===== src/rtl/down_timer_pkg.sv =====
// -----------------------------------------------------------------------------
// down_timer_pkg
//   Shared definitions for the down_timer block:
//     - BITS_DEF  : default counter width
//     - fsm_t     : controller states (IDLE=0, RUN=1)
//     - dp_op_t   : one-hot-free operation code from the controller to the
//                   datapath; exactly one operation is applied per cycle.
// -----------------------------------------------------------------------------
package down_timer_pkg;

  localparam int BITS_DEF = 4;

  typedef enum logic {
    IDLE = 1'b0,
    RUN  = 1'b1
  } fsm_t;

  // Datapath command. OP_RELOAD is only issued when the auto-reload
  // feature is compiled in.
  typedef enum logic [2:0] {
    OP_HOLD   = 3'd0,
    OP_LOAD   = 3'd1,
    OP_CLEAR  = 3'd2,
    OP_DEC    = 3'd3,
    OP_RELOAD = 3'd4
  } dp_op_t;

endpackage


===== src/rtl/down_timer_dp.sv =====
// -----------------------------------------------------------------------------
// down_timer_dp
//   Datapath of the down_timer: count register, saturating decrement,
//   zero / one detection and (optionally) the reload register.
//
//   Optional feature macro: DOWN_TIMER_RELOAD_EN
//     Adds a BITS-wide reload register captured on every non-zero load and
//     the o_rld_nz status output used by the controller.
//
// Ports
//   i_clk       : clock, all state changes on posedge
//   i_rst       : synchronous active-high reset (clears count and reload)
//   i_op        : operation to apply this cycle (dp_op_t)
//   i_load_val  : value written on OP_LOAD
//   o_count     : registered count
//   o_zero      : count == 0
//   o_one       : count == 1
//   o_rld_nz    : reload register is non-zero (DOWN_TIMER_RELOAD_EN only)
// -----------------------------------------------------------------------------
module down_timer_dp
  import down_timer_pkg::*;
#(
  parameter int BITS = BITS_DEF
) (
  input  logic            i_clk,
  input  logic            i_rst,
  input  dp_op_t          i_op,
  input  logic [BITS-1:0] i_load_val,
  output logic [BITS-1:0] o_count,
  output logic            o_zero,
`ifdef DOWN_TIMER_RELOAD_EN
  output logic            o_rld_nz,
`endif
  output logic            o_one
);

  logic [BITS-1:0] r_count;
  logic [BITS-1:0] w_dec;
  logic            w_load_nz;

  assign w_dec     = r_count - BITS'(1);
  assign w_load_nz = (i_load_val != '0);
  assign o_zero    = (r_count == '0);
  assign o_one     = (r_count == BITS'(1));
  assign o_count   = r_count;

`ifdef DOWN_TIMER_RELOAD_EN
  logic [BITS-1:0] r_reload;

  assign o_rld_nz = (r_reload != '0);

  // A zero load is an immediate expiry and must not disturb the
  // remembered period.
  always_ff @(posedge i_clk) begin
    if (i_rst)
      r_reload <= '0;
    else if (i_op == OP_LOAD && w_load_nz)
      r_reload <= i_load_val;
  end
`endif

  always_ff @(posedge i_clk) begin
    if (i_rst) begin
      r_count <= '0;
    end else begin
      case (i_op)
        OP_LOAD:   r_count <= i_load_val;
        OP_CLEAR:  r_count <= '0;
        // Saturate at zero: the counter never wraps.
        OP_DEC:    if (!o_zero) r_count <= w_dec;
`ifdef DOWN_TIMER_RELOAD_EN
        OP_RELOAD: r_count <= r_reload;
`endif
        default:   r_count <= r_count;
      endcase
    end
  end

endmodule


===== src/rtl/down_timer.sv =====
// -----------------------------------------------------------------------------
// down_timer
//   Loadable down-counter with expiry pulse. Controller FSM (IDLE/RUN) plus
//   registered busy/done; count storage lives in down_timer_dp.
//   Priority on every edge: r > load > en.
//
//   Optional feature macro: DOWN_TIMER_RELOAD_EN
//     Adds input auto_reload. On expiry with auto_reload=1 the count restarts
//     from the last non-zero load value, the FSM stays in RUN and done still
//     pulses.
//
// Ports
//   clk         : clock, posedge
//   r           : synchronous active-high reset
//   load        : load load_val this cycle
//   load_val    : countdown start value (0 = immediate expiry)
//   en          : count enable, only honoured in RUN
//   auto_reload : restart on expiry (DOWN_TIMER_RELOAD_EN only)
//   state       : registered current count
//   busy        : registered, high while FSM is in RUN
//   done        : registered one-cycle expiry pulse
// -----------------------------------------------------------------------------
module down_timer
  import down_timer_pkg::*;
#(
  parameter int BITS = BITS_DEF
) (
  input  logic            clk,
  input  logic            r,
  input  logic            load,
  input  logic [BITS-1:0] load_val,
  input  logic            en,
`ifdef DOWN_TIMER_RELOAD_EN
  input  logic            auto_reload,
`endif
  output logic [BITS-1:0] state,
  output logic            busy,
  output logic            done
);

  fsm_t   r_fsm;
  fsm_t   w_fsm_nxt;
  logic   r_done;
  logic   r_busy;
  logic   w_done_nxt;
  dp_op_t w_op;
  logic   w_zero;
  logic   w_one;
  logic   w_load_nz;
  logic   w_use_rld;

  assign w_load_nz = (load_val != '0);

`ifdef DOWN_TIMER_RELOAD_EN
  logic w_rld_nz;
  // A zero reload value would leave RUN with nothing to count, so fall
  // back to a normal expiry in that case.
  assign w_use_rld = auto_reload && w_rld_nz;
`else
  assign w_use_rld = 1'b0;
`endif

  down_timer_dp #(.BITS(BITS)) u_dp (
    .i_clk      (clk),
    .i_rst      (r),
    .i_op       (w_op),
    .i_load_val (load_val),
    .o_count    (state),
    .o_zero     (w_zero),
`ifdef DOWN_TIMER_RELOAD_EN
    .o_rld_nz   (w_rld_nz),
`endif
    .o_one      (w_one)
  );

  // State / output registers. Reset wins over everything, so an aborted
  // countdown never produces a done pulse.
  always_ff @(posedge clk) begin
    if (r) begin
      r_fsm  <= IDLE;
      r_done <= 1'b0;
      r_busy <= 1'b0;
    end else begin
      r_fsm  <= w_fsm_nxt;
      r_done <= w_done_nxt;
      r_busy <= (w_fsm_nxt == RUN);
    end
  end

  always_comb begin
    w_fsm_nxt  = r_fsm;
    w_op       = OP_HOLD;
    w_done_nxt = 1'b0;

    if (load) begin
      if (w_load_nz) begin
        w_op      = OP_LOAD;
        w_fsm_nxt = RUN;
      end else begin
        // Loading zero expires immediately from any state.
        w_op       = OP_CLEAR;
        w_fsm_nxt  = IDLE;
        w_done_nxt = 1'b1;
      end
    end else if (r_fsm == RUN && en) begin
      if (w_zero) begin
        // Not reachable in normal operation; leave RUN without a pulse.
        w_fsm_nxt = IDLE;
      end else if (w_one) begin
        w_done_nxt = 1'b1;
        if (w_use_rld) begin
          w_op = OP_RELOAD;
        end else begin
          w_op      = OP_DEC;
          w_fsm_nxt = IDLE;
        end
      end else begin
        w_op = OP_DEC;
      end
    end
  end

  assign busy = r_busy;
  assign done = r_done;

endmodule


===== config.mk =====
export PLATFORM = sky130hd
export DESIGN_NAME = down_timer
export DESIGN_NICKNAME = d
export VERILOG_FILES = /design/src/rtl/down_timer_pkg.sv /design/src/rtl/down_timer_dp.sv /design/src/rtl/down_timer.sv
export SDC_FILE = /design/constraint.sdc
export NUM_CORES = 1
export LEC_CHECK = 0
export CORE_AREA = 2 2 39 41
export DETAILED_ROUTE_END_ITERATION = 10
export DIE_AREA = 0 0 41 43
export GPL_TIMING_DRIVEN = 0
export HOLD_SLACK_MARGIN = 0.05
export SYNTH_ARGS = -nofsm -noshare
export SYNTH_HDL_FRONTEND = slang
export SYNTH_SLANG_ARGS = --single-unit

===== constraint.sdc =====
create_clock -name clk -period 2.2 [get_ports clk]
set_input_delay 0.33 -clock clk [delete_from_list [all_inputs] [get_ports clk]]
set_output_delay 0.33 -clock clk [all_outputs]
set_load 0.1 [all_outputs]

* After elaboration in Yosys (flattened, before gate mapping)
Index checks and enable logic that the tools add are counted.
Widths: inputs -> output; s select.
** Storage, ports and cells
- Flip-flop bits (word level) :: 6
- Bits of input ports :: 8
** Cells by class
- Add/sub/neg operators :: 1
- Equality and inequality tests :: 5
- Mux-type cells :: 16
- Reductions and logical operators :: 8
** Operators with widths (number)
- $pmux 4 s3 :: 1
- $mux 1 :: 10
- $eq 3x2->1 const B :: 2
- $mux 2 :: 3
- $reduce_bool 3->1 :: 2
- $eq 4x1->1 const B :: 1
- $logic_not 4->1 :: 1
- $mux 4 :: 1
- $reduce_and 2->1 :: 2
- $reduce_bool 4->1 :: 1
- $sub 4x1->4 const B :: 1
- $eq 3x1->1 const B :: 1
- $mux 3 :: 1
- $ne 2x2->1 const B :: 1
- $reduce_bool 2->1 :: 1
- $logic_and 1x1->1 :: 1

* Longest topological paths before layout
- Depth in word-level cells :: 7
- Gate-level depth with buffers :: 6

* Cells and area by module
Synthesis repeated with hierarchy kept, for this count alone.
** Unflattened totals
- Cells, all modules :: 58
- Area, all modules :: 476.7 µm²
** Modules (own cells, without submodules)
- down_timer_dp :: times used 1, cells each 44, area each 350.3 µm², sequential area each 80.1 µm²
- down_timer :: times used 1, cells each 14, area each 126.4 µm², sequential area each 40.0 µm²

* Worst setup path after synthesis
Ideal clock, no wire load.
- Path type :: reg-to-reg
- From :: reg u_dp.r_count[0] (netlist: u_dp.o_count[0])
- To :: reg u_dp.r_count[3] (netlist: u_dp.o_count[3])
- Library setup time :: 88 ps
- Arrival :: 2321 ps
- Required time :: 2112 ps
- Setup slack :: -209 ps
- Stages on the path, launching flop included :: 6
- Cell sequence :: dfxtp_1 inv_1 ha_1 nor3b_1 or4_1 a311oi_2
** On the way
- Cells in the longest elaborated chain, start to end :: 7
** RTL lines
- start: declaration :: line down_timer_dp.sv:37 : logic [BITS-1:0] r_count;
- start signal: assignment :: line down_timer_dp.sv:67 : OP_LOAD: r_count <= i_load_val;
- start signal: assignment :: line down_timer_dp.sv:70 : OP_DEC: if (!o_zero) r_count <= w_dec;
- start signal: assignment :: line down_timer_dp.sv:74 : default: r_count <= r_count;
- $logic_not 4->1 :: line down_timer_dp.sv:43 : assign o_zero = (r_count == '0);
- $mux 2 :: line down_timer.sv:106 : if (w_zero) begin
- $mux 2 :: line down_timer.sv:105 : end else if (r_fsm == RUN && en) begin
- $mux 3 :: line down_timer.sv:95 : if (load) begin
- $eq 3x2->1 / $eq 3x1->1 (equally long branches) :: line down_timer_dp.sv:66 : case (i_op)
- $ne 2x2->1 (no line) / $reduce_bool 3->1 (equally long branches)
- $reduce_and 2->1 (no line)
Parallel ways exist; a longest one is shown, timed or not. The select of a mux whose other input is x is not followed.
A chain may end at the register's enable or synchronous reset.

* Worst setup path after layout
- From :: reg u_dp.r_count[3] (netlist: u_dp.o_count[3])
- To :: out state[3]
** RTL lines
- end: declaration :: line down_timer.sv:36 : output logic [BITS-1:0] state,
No word-level cell between the ends.

==> results by group <==
Run status
  – Status: complete, no violations

Logic synthesis
  – Most frequent cells after synthesis: 6 x dfxtp_1, 5 x inv_1, 5 x nor2_1
  – Sequential area share after synthesis: 33.7%
  – Synth top area cells: dfxtp_1 34%, ha_1 11%, inv_1 5.3%
  – Yosys reg bits: 6
  – YS warnings: 0
  – EDFF count, synth: 0
  – Syn Nets: 54
  – Asr flop ratio synth: 0%
  – Yosys cell types: 23
  – Main synth FF type: dfxtp_1
  – Most numerous cell in the Yosys netlist: dfxtp_1
  – Mapped Cells: 43
  – Area share of the largest cell type after synthesis: 33.7%
  – Avg Cell Area, Syn: 8.29 sq um
  – Synthesized cell area: 357 sq um
  – Post-synth top area cell: dfxtp_1

Drt
  – Detailed Route Iter0 Violations: 10
  – Post-route DRC violation count: 0
  – Post-Route WL: 926 microns
  – Wirelength per Cell: 12.3 microns
  – Final ANT Viol Nets: 0
  – Avg Vias per Cell: 5.11
  – Drt pass-1 iters: 4
  – Routed via count: 383

Setup path
  – Crit. End Element: primary output
  – Reg2reg path depth: 6
  – CP Max Fanout: 6
  – Crit-path leading delay family: buffers and inverters
  – CP Buf/Inv Count: 1
  – Worst Path Arrival: 1.81 ns
  – Critical Path Start Type: flop
  – WP data required: 1.87 ns
  – R2R Path Start: u_dp.o_count[1]$_SDFFE_PP0P_
  – R2R setup slack: 0.52 ns
  – R2r endpoint: u_dp.o_count[0]$_SDFFE_PP0P_
  – Crit Path Class: flop to primary output
  – CP max stage delay: 1.16 ns
  – Crit-path cells: clkdlybuf4s50_1
  – Crit-path slowest cell: clkdlybuf4s50_1

Power and ir drop
  – Power density cells: 673 nW/um^2
  – Pleak: 0.000208 uW
  – Tot Pwr: 360 uW
  – Peak supply drop: 247 uV

Timing
  – Fin crit share: 97.3%
  – Final setup viols: 0
  – Unrepaired setup endpoints after global routing: no
  – Final hold vios: 0
  – Worst-Margin Slew: 0.963 ns
  – Final clock skew: 0.00621 ns
  – Peak Freq: 467 MHz
  – Slew Limit Fails: 0
  – Setup TNS: 0 ns
  – Fin crit period: 2.14 ns
  – Worst rel slew slack: 35.6%

Cells and area
  – Layout cell share with drive strength beyond 1: 10.2%
  – Antenna cells: 0
  – Layout net count: 72
  – Util after Layout: 38.6%
  – Syn-to-layout area delta: 49.8%

Placement
  – Number of I/O port buffers: 13
  – GP Congestion: 0.761
  – Post-DP HPWL: 701 microns

Floorplan
  – Die Height: 43 microns
  – Die ar.: 1760 sq um
  – Boundary pin count: 14
  – Rows: 14
  – Initial Util: 25.8%
  – Die width: 41 microns
  – Core Footprint: 1380 sq um

CTS
  – Clk buf depth: 2
  – Clock sink total: 6
  – CTS buffer count: 3
  – Clk_lat worst skew: 0.24 ns
  – H-tree depth: 1
  – Clk slew on worst S/H paths: 0.05 ns
  – Postcts setup bufs: 0
  – Root Buffer: clkbuf_4
  – CTS tree: yes

Worst hold path
  – Hold wc startpoint: u_dp.o_count[2]$_SDFFE_PP0P_
  – Hold WC Path Type: flop to flop
  – Min-Delay Endpoint: u_dp.o_count[2]$_SDFFE_PP0P_
  – Hold Crit Depth: 1

Job
  – Total of max-cap violations: 0

Global route
  – Grt ovf: 0
  – Vias in the first global route: 340
  – Largest net degree at the start of global routing: 8
  – GRT Resource Usage Total: 11.6%
  – First-pass GRT wire length: 1400 microns
  – Initial antenna violation count: 0
==> cell families (layout without fill, tap and decap cells) <==
logic type               Yosys count  after routing  synth area share [%]
XOR/XNOR                           1              1                  2.46
AO/OA/AOI/OAI                     12             12                  25.6
flip-flops                         6              6                  33.7
AND/OR/NAND/NOR                   16             16                  22.5
adder cells (fa/ha/maj)            3              3                  10.5
buffers and inverters              5             21                  5.26
==> worst max-delay path by stage <==
stage | slack [ns] | end | depth (start not counted) | start
3_3_place_gp | 0.29 | state[2] | 1 | u_dp.o_count[2]$_SDFFE_PP0P_
4_1_cts | 0.02 | state[2] | 1 | u_dp.o_count[2]$_SDFFE_PP0P_
3_5_place_dp | 0.29 | state[2] | 1 | u_dp.o_count[2]$_SDFFE_PP0P_
2_1_floorplan | 0.10 | u_dp.o_count[3]$_SDFFE_PP0P_ | 3 | busy$_SDFFE_PP0P_
5_1_grt | 0.04 | state[3] | 1 | u_dp.o_count[3]$_SDFFE_PP0P_
6_report | 0.06 | state[3] | 1 | u_dp.o_count[3]$_SDFFE_PP0P_
==> worst reg2reg max path: stages (launching register included) <==
cell and delay (ns):
dfxtp_2 0.33, inv_1 0.10, ha_1 0.19, nor3b_1 0.46, nor2_1 0.14, xnor2_1 0.15
a211oi_1 0.22
==> layout by cell type, fill, tap and decap left out, types with 2 or more instances in the layout <==
| master | count |
|---|---|
| a21oi_1 | 3 |
| clkdlybuf4s50_1 | 12 |
| nand2_1 | 2 |
| dfxtp_1 | 4 |
| inv_1 | 5 |
| dfxtp_2 | 2 |
| clkbuf_4 | 3 |
| nor2_1 | 5 |
| nor3_1 | 3 |
| ha_1 | 3 |
==> routing by layer <==
| metal | GRT usage [%] | wire length (microns) | up-vias |
|---|---|---|---|
| met4 | 8.00 | 8 | 0 |
| met1 | 15.4 | 443 | 175 |
| met5 | 0 | 0 | - |
| li1 | - | - | 192 |
| met2 | 16.6 | 420 | 14 |
| met3 | 1.57 | 53 | 2 |
==> per-stage QoR <==
stage	instances	hold slack [ns]	setup slack (ns)	instance area, sq um
CTS	75	0.574	0.0193	532
finish	75	0.576	0.0599	534
global placement	72	0.553	0.294	509
floorplan	43	0.392	0.104	359
global route	75	0.596	0.0356	534
detailed placement	72	0.573	0.295	509
==> registers in the layout (all words and copies together) (netlist names) <==
name	cells
done	1
busy	1
u_dp.o_count	4
==> timing repair <==
item / CTS / global route
resized for setup: 0 / 1
hold buffers: 0 / 0
hold endpoints to repair: 0 / 0
endpoints found under the setup margin: 0 / 1
==> where the power goes <==
group	leakage, uW	internal (uW)	switching, uW	total, uW
registers	0.0000503	117	9.71	127
clock network	0.0000138	61.9	42.7	105
logic	0.000144	41.7	86.5	128
total	0.000208	221	139	360
==> final cells by class <==
cell class              instances  area [sq um]
well taps                      16          20.0
multi-input cells              32           218
repair buffers                 13           133
inverters                       5          18.8
fillers                       153           850
clock buffers                   3          22.5
flip-flops and latches          6           123
Note: power is estimated with default switching activity, not from simulation.
